### src/rtl/output_ddr_pkg.sv
// Shared types and defaults for the DDR output serializer: FSM state encoding,
// default word geometry and the beat counter sizing helper.
package output_ddr_pkg;

    typedef enum logic {
        IDLE  = 1'b0,
        SHIFT = 1'b1
    } tx_state_e;

    localparam int         WIDTH_DEFAULT    = 8;
    localparam int         BEATS            = WIDTH_DEFAULT / 2;
    localparam logic [1:0] IDLE_VAL_DEFAULT = 2'b00;

    // Beat counter needs to hold 0..beats-1, but never narrower than one bit.
    function automatic int beat_cnt_bits(input int beats);
        return (beats > 1) ? $clog2(beats) : 1;
    endfunction

endpackage

### src/rtl/ddr_tx_fifo2.sv
// Two-entry FIFO holding {LAST, DIN} words ahead of the serializer shift register.
module ddr_tx_fifo2 #(
    parameter int DW = 9
) (
    input  logic          clk,
    input  logic          rst,
    input  logic          push,
    input  logic [DW-1:0] push_data,
    input  logic          pop,
    output logic          full,
    output logic          empty,
    output logic [DW-1:0] head
);
    logic [DW-1:0] mem_reg [2];
    logic          wr_ptr_reg;
    logic          rd_ptr_reg;
    logic [1:0]    count_reg;
    logic          push_ok;
    logic          pop_ok;

    assign full    = (count_reg == 2'd2);
    assign empty   = (count_reg == 2'd0);
    assign push_ok = push & ~full;
    assign pop_ok  = pop & ~empty;
    assign head    = mem_reg[rd_ptr_reg];

    // Storage carries no reset; only the pointers and count define validity.
    for (genvar gi = 0; gi < 2; gi++) begin : g_entry
        always_ff @(posedge clk) begin
            if (push_ok && (int'(wr_ptr_reg) == gi)) begin
                mem_reg[gi] <= push_data;
            end
        end
    end

    always_ff @(posedge clk or posedge rst) begin
        if (rst) begin
            wr_ptr_reg <= 1'b0;
            rd_ptr_reg <= 1'b0;
            count_reg  <= 2'd0;
        end else begin
            if (push_ok) wr_ptr_reg <= ~wr_ptr_reg;
            if (pop_ok)  rd_ptr_reg <= ~rd_ptr_reg;
            case ({push_ok, pop_ok})
                2'b10:   count_reg <= count_reg + 2'd1;
                2'b01:   count_reg <= count_reg - 2'd1;
                default: count_reg <= count_reg;
            endcase
        end
    end
endmodule

### src/rtl/output_ddr_prims.sv
// Behavioural models of the O_DDR output register and O_BUF pad driver; the
// device library provides the real cells at implementation time.
module O_DDR (
    input  logic [1:0] D,
    input  logic       R,
    input  logic       E,
    input  logic       C,
    output logic       Q
);
    logic [1:0] d_q;

    always_ff @(posedge C or posedge R) begin
        if (R) begin
            d_q <= 2'b00;
        end else if (E) begin
            d_q <= D;
        end
    end

    // D[0] drives the high phase of C, D[1] the low phase.
    assign Q = C ? d_q[0] : d_q[1];
endmodule

module O_BUF #(
    parameter WEAK_KEEPER = "NONE"
) (
    input  logic I,
    output logic O
);
    // A two-state model cannot show keeper behaviour, so both variants pass I straight through.
    if (WEAK_KEEPER == "NONE") begin : g_no_keeper
        assign O = I;
    end else begin : g_keeper
        assign O = I;
    end
endmodule

### src/rtl/output_ddr_serializer.sv
// Parallel-to-DDR transmit path: 2-deep word buffer, 2-bit-per-clock shifter and
// ddr_d register feeding the O_DDR / O_BUF pad pair.
module output_ddr_serializer
    import output_ddr_pkg::*;
#(
    parameter int         WIDTH    = WIDTH_DEFAULT,
    parameter logic [1:0] IDLE_VAL = IDLE_VAL_DEFAULT
) (
    input  logic             CLK,
    input  logic             RST,
    input  logic [WIDTH-1:0] DIN,
    input  logic             DIN_LAST,
    input  logic             DIN_VALID,
    output logic             DIN_READY,
    output logic             BUSY,
    output logic             UNDERRUN,
    output logic             Q
);
    localparam int NUM_BEATS = WIDTH / 2;
    localparam int BW        = beat_cnt_bits(NUM_BEATS);

    tx_state_e        state_reg;
    tx_state_e        state_next;
    logic             ready_en_reg;
    logic             fifo_full;
    logic             fifo_empty;
    logic [WIDTH:0]   fifo_head;
    logic             push;
    logic             load;
    logic             underrun_set;
    logic             last_beat;
    logic [WIDTH-1:0] sr_reg;
    logic             last_reg;
    logic [BW-1:0]    beat_reg;
    logic [1:0]       ddr_d;
    logic             underrun_reg;
    logic             ddr_q;

    assign push      = DIN_VALID & DIN_READY;
    assign DIN_READY = ready_en_reg & ~fifo_full;
    assign BUSY      = (state_reg == SHIFT) | ~fifo_empty;
    assign UNDERRUN  = underrun_reg;
    assign last_beat = (beat_reg == BW'(NUM_BEATS - 1));

    ddr_tx_fifo2 #(
        .DW (WIDTH + 1)
    ) u_fifo (
        .clk       (CLK),
        .rst       (RST),
        .push      (push),
        .push_data ({DIN_LAST, DIN}),
        .pop       (load),
        .full      (fifo_full),
        .empty     (fifo_empty),
        .head      (fifo_head)
    );

    always_ff @(posedge CLK or posedge RST) begin
        if (RST) begin
            state_reg <= IDLE;
        end else begin
            state_reg <= state_next;
        end
    end

    always_comb begin
        state_next = state_reg;
        case (state_reg)
            IDLE:    if (!fifo_empty) state_next = SHIFT;
            SHIFT:   if (last_beat && fifo_empty) state_next = IDLE;
            default: state_next = IDLE;
        endcase
    end

    // A successor already buffered at the last beat is loaded in the same edge: no gap cycle.
    always_comb begin
        load         = 1'b0;
        underrun_set = 1'b0;
        case (state_reg)
            IDLE: load = ~fifo_empty;
            SHIFT: begin
                if (last_beat) begin
                    load         = ~fifo_empty;
                    underrun_set = fifo_empty & ~last_reg;
                end
            end
            default: begin
                load         = 1'b0;
                underrun_set = 1'b0;
            end
        endcase
    end

    // ready_en_reg keeps READY low through reset and raises it on the first edge after release.
    always_ff @(posedge CLK or posedge RST) begin
        if (RST) begin
            sr_reg       <= '0;
            last_reg     <= 1'b0;
            beat_reg     <= '0;
            ddr_d        <= IDLE_VAL;
            underrun_reg <= 1'b0;
            ready_en_reg <= 1'b0;
        end else begin
            ready_en_reg <= 1'b1;
            underrun_reg <= underrun_set;
            if (state_reg == SHIFT) begin
                ddr_d    <= sr_reg[1:0];
                sr_reg   <= sr_reg >> 2;
                beat_reg <= beat_reg + BW'(1);
            end else begin
                ddr_d <= IDLE_VAL;
            end
            if (load) begin
                sr_reg   <= fifo_head[WIDTH-1:0];
                last_reg <= fifo_head[WIDTH];
                beat_reg <= '0;
            end
        end
    end

    O_DDR u_oddr (
        .D (ddr_d),
        .R (RST),
        .E (1'b1),
        .C (CLK),
        .Q (ddr_q)
    );

    O_BUF #(
        .WEAK_KEEPER ("NONE")
    ) u_obuf (
        .I (ddr_q),
        .O (Q)
    );
endmodule

### config.mk
export PLATFORM = sky130hd
export DESIGN_NAME = output_ddr_serializer
export DESIGN_NICKNAME = d
export VERILOG_FILES = /design/src/rtl/output_ddr_pkg.sv /design/src/rtl/ddr_tx_fifo2.sv /design/src/rtl/output_ddr_prims.sv /design/src/rtl/output_ddr_serializer.sv
export SDC_FILE = /design/constraint.sdc
export NUM_CORES = 1
export LEC_CHECK = 0
export CAP_MARGIN = 0
export CORE_MARGIN = 5
export CORE_UTILIZATION = 25
export CTS_CLUSTER_SIZE = 20
export DETAILED_ROUTE_END_ITERATION = 6
export PLACE_DENSITY = 0.41
export SLEW_MARGIN = 15
export SYNTH_ARGS = -nofsm -noshare
export SYNTH_HDL_FRONTEND = slang
export SYNTH_HIERARCHICAL = 1
export SYNTH_SLANG_ARGS = --single-unit
### constraint.sdc
create_clock -name CLK -period 3.6 [get_ports CLK]
set_clock_uncertainty 0.05 [all_clocks]
set_input_delay 0.54 -clock CLK [delete_from_list [all_inputs] [get_ports CLK]]
set_output_delay 0.54 -clock CLK [all_outputs]
set_load 0.01 [all_outputs]
==> metrics.md <==
| Metric | Value |
|---|---|
| Die area | `8610 µm²` |
| Post-DRT Antenna Nets | `0` |
| Dpl cells | `218` |
| Worst setup SP type | `clock port` |
| IO Count | `16` |
| Final setup fails | `0` |
| GR Util met2 | `12.4%` |
| Crit. End Element | `output port` |
| Leading post-synthesis cells by cell area | `dfrtp_1 (32%), edfxtp_1 (32%), mux2_1 (6.6%)` |
| Reg2reg path depth | `6` |
| Layout cells sized above 1 | `12.1%` |
| Post-synth top area share | `32.1%` |
| Worst Path Max Fanout | `2` |
| Most Crowded Layer GR | `met2` |
| Post CTS Setup Buffer Count | `0` |
| Unrepaired setup endpoints after global routing | `false` |
| Number of synthesized flops with an enable pin | `18` |
| DRT Wirelength | `3060 µm` |
| Seq/Total Area, Yosys | `63.7%` |
| Drt drc | `0` |
| Non-Filler Instances | `229` |
| Routed vias | `982` |
| Starting density of the core | `25.5%` |
| DP HPWL | `2140 µm` |
| First-pass GRT wire length | `5100 µm` |
| Worst skew pair latency | `0.38 ns` |
| Endpoints failing hold | `0` |
| Initial antenna violation count | `0` |
| # rows | `30` |
| Yosys warns | `6` |
| DRT iter0 DRCs | `36` |
| Pwr Density | `793 nW/µm²` |
| Post-synth ARST share | `55.0%` |
| Yosys top cell by area | `dfrtp_1` |
| Status | `completed` |
| Largest register FFs | `18` |
| Mapped cell area | `1710 µm²` |
| Synth-to-layout area growth | `20.5%` |
| Top_reg_cell synth | `dfrtp_1` |
| Setup TNS | `0 ns` |
| Post-CTS Resized | `0` |
| Final Wtd Congestion | `0.690` |
| Largest net degree at the start of global routing | `23` |
| Slew HR | `40.3%` |
| Routed length per instance | `13.3 µm` |
| CTS tree | `built` |
| Vias/cell | `4.29` |
| Final Util | `30.7%` |
| GRT Total Usage | `7.96%` |
| Buffers on Ports | `15` |
| Clock slew at reported path FFs | `0.07 ns` |
| Worst EP required | `3.01 ns` |
| Crit Reg-Reg Startpoint | `u_fifo/count_reg[0]` |
| Antenna cells | `0` |
| Chip width | `92.8 µm` |
| Fin. max-slew vios | `0` |
| GR Util met1 | `9.41%` |
| Pleak | `0.800 nW` |
| Dpl cell area | `1940 µm²` |
| Worst r2r dst | `u_fifo/mem_reg[0][2]` |
| R2r setup slk | `1.45 ns` |
| Worst-margin pin slew | `0.892 ns` |
| Post-Syn Area per Cell | `13.7 µm²` |
| Finished Cell Area | `2060 µm²` |
| Post-synthesis register bit count | `40` |
| GRT met3 Usage | `2.84%` |
| Min-Delay Path Class | `input port to async pin` |
| GRT Residual Overflow | `0` |
| Max-Cap Viols | `0` |
| Arr. time, crit path | `2.76 ns` |
| Number of global-route vias before repair | `1064` |
| Drt pass-1 iters | `4` |
| Mapped Cells | `125` |
| Core area | `6720 µm²` |
| NumNets Final | `162` |
| Peak VDD IR | `0.000195 V` |
| Unique masters post-synth | `29` |
| WS Path Type | `clock port to output port` |
| Die H | `92.8 µm` |
| Design Power | `1.64 mW` |
| Hold Buf Count CTS | `0` |
-- worst max path at each step --
| stage | end | startpoint | depth (start not counted) | slack (ns) |
|---|---|---|---|---|
| 6_report | Q | CLK | 4 | 0.25 |
| 5_1_grt | Q | CLK | 4 | 0.23 |
| 4_1_cts | Q | CLK | 4 | 0.23 |
| 3_5_place_dp | Q | CLK | 2 | 0.50 |
| 3_3_place_gp | Q | CLK | 2 | 0.50 |
| 2_1_floorplan | Q | CLK | 2 | 0.83 |
-- cell usage after synthesis, types with 3 or more instances --
cell type / instances
a22oi_1: 6
and2_1: 3
dfrtp_1: 22
edfxtp_1: 18
inv_1: 5
mux2_1: 10
mux2_2: 3
mux2i_1: 6
nand2_1: 4
nor2_1: 9
nor2b_1: 4
o21a_1: 6
o21ai_0: 4
xnor2_1: 3
-- logic make-up (layout without fill, tap and decap cells) --
family                   after synthesis  count (layout)  synth area share [%]
XOR/XNOR                               5               5                  2.56
buffers and inverters                 12              34                  3.65
other                                  1               3                 0.219
AO/OA/AOI/OAI                         20              20                  8.11
adder cells (fa/ha/maj)                2               2                  1.46
AND/OR/NAND/NOR                       26              26                  8.25
multiplexers                          19              19                  12.1
flip-flops                            40              40                  63.7
-- cell usage in the layout, fill, tap and decap left out, types with 2 or more instances in the layout --
| master | instances |
|---|---|
| o21a_1 | 6 |
| conb_1 | 3 |
| edfxtp_1 | 18 |
| mux2_1 | 10 |
| xor2_1 | 2 |
| a22oi_1 | 6 |
| nor2_1 | 9 |
| o21ai_0 | 4 |
| ha_1 | 2 |
| a21oi_1 | 2 |
| inv_1 | 5 |
| and2_1 | 3 |
| xnor2_1 | 3 |
| mux2i_1 | 6 |
| mux2_2 | 3 |
| dfrtp_1 | 22 |
| clkdlybuf4s50_1 | 15 |
| inv_2 | 2 |
| nor2b_1 | 4 |
| clkbuf_8 | 8 |
| nand2_1 | 4 |
| clkbuf_1 | 2 |
| nand2b_1 | 2 |
-- layer usage --
| metal | wire length (µm) | vias to the layer above |
|---|---|---|
| li1 | - | 483 |
| met1 | 1380 | 477 |
| met2 | 1500 | 17 |
| met3 | 116 | 5 |
| met4 | 54 | 0 |
| met5 | 0 | - |
-- report_power, final --
group | internal (mW) | switching (mW)
sequential | 0.621 | 0.0948
combinational | 0.262 | 0.260
clock | 0.235 | 0.163
-- worst max-delay path, stage by stage --
cell	delay [ns]
clkbuf_8	0.11
clkbuf_8	0.12
mux2_2	0.20
clkdlybuf4s50_1	0.53
-- final cells by class --
type,instances,area (µm²)
Clock buffer,11,128
Clock inverter,1,3.75
Fill cell,661,4660
Inverter,7,26.3
Multi-Input combinational cell,75,567
Sequential cell,40,1090
Tap cell,80,100
Timing Repair Buffer,15,148
-- metrics by stage --
stage,hold slack (ns),setup slack [ns]
global placement,0.396,0.502
global route,0.335,0.231
detailed placement,0.391,0.502
floorplan,0.231,0.831
CTS,0.317,0.229
finish,0.323,0.250
No activity file was read; power rests on OpenSTA's default activity.
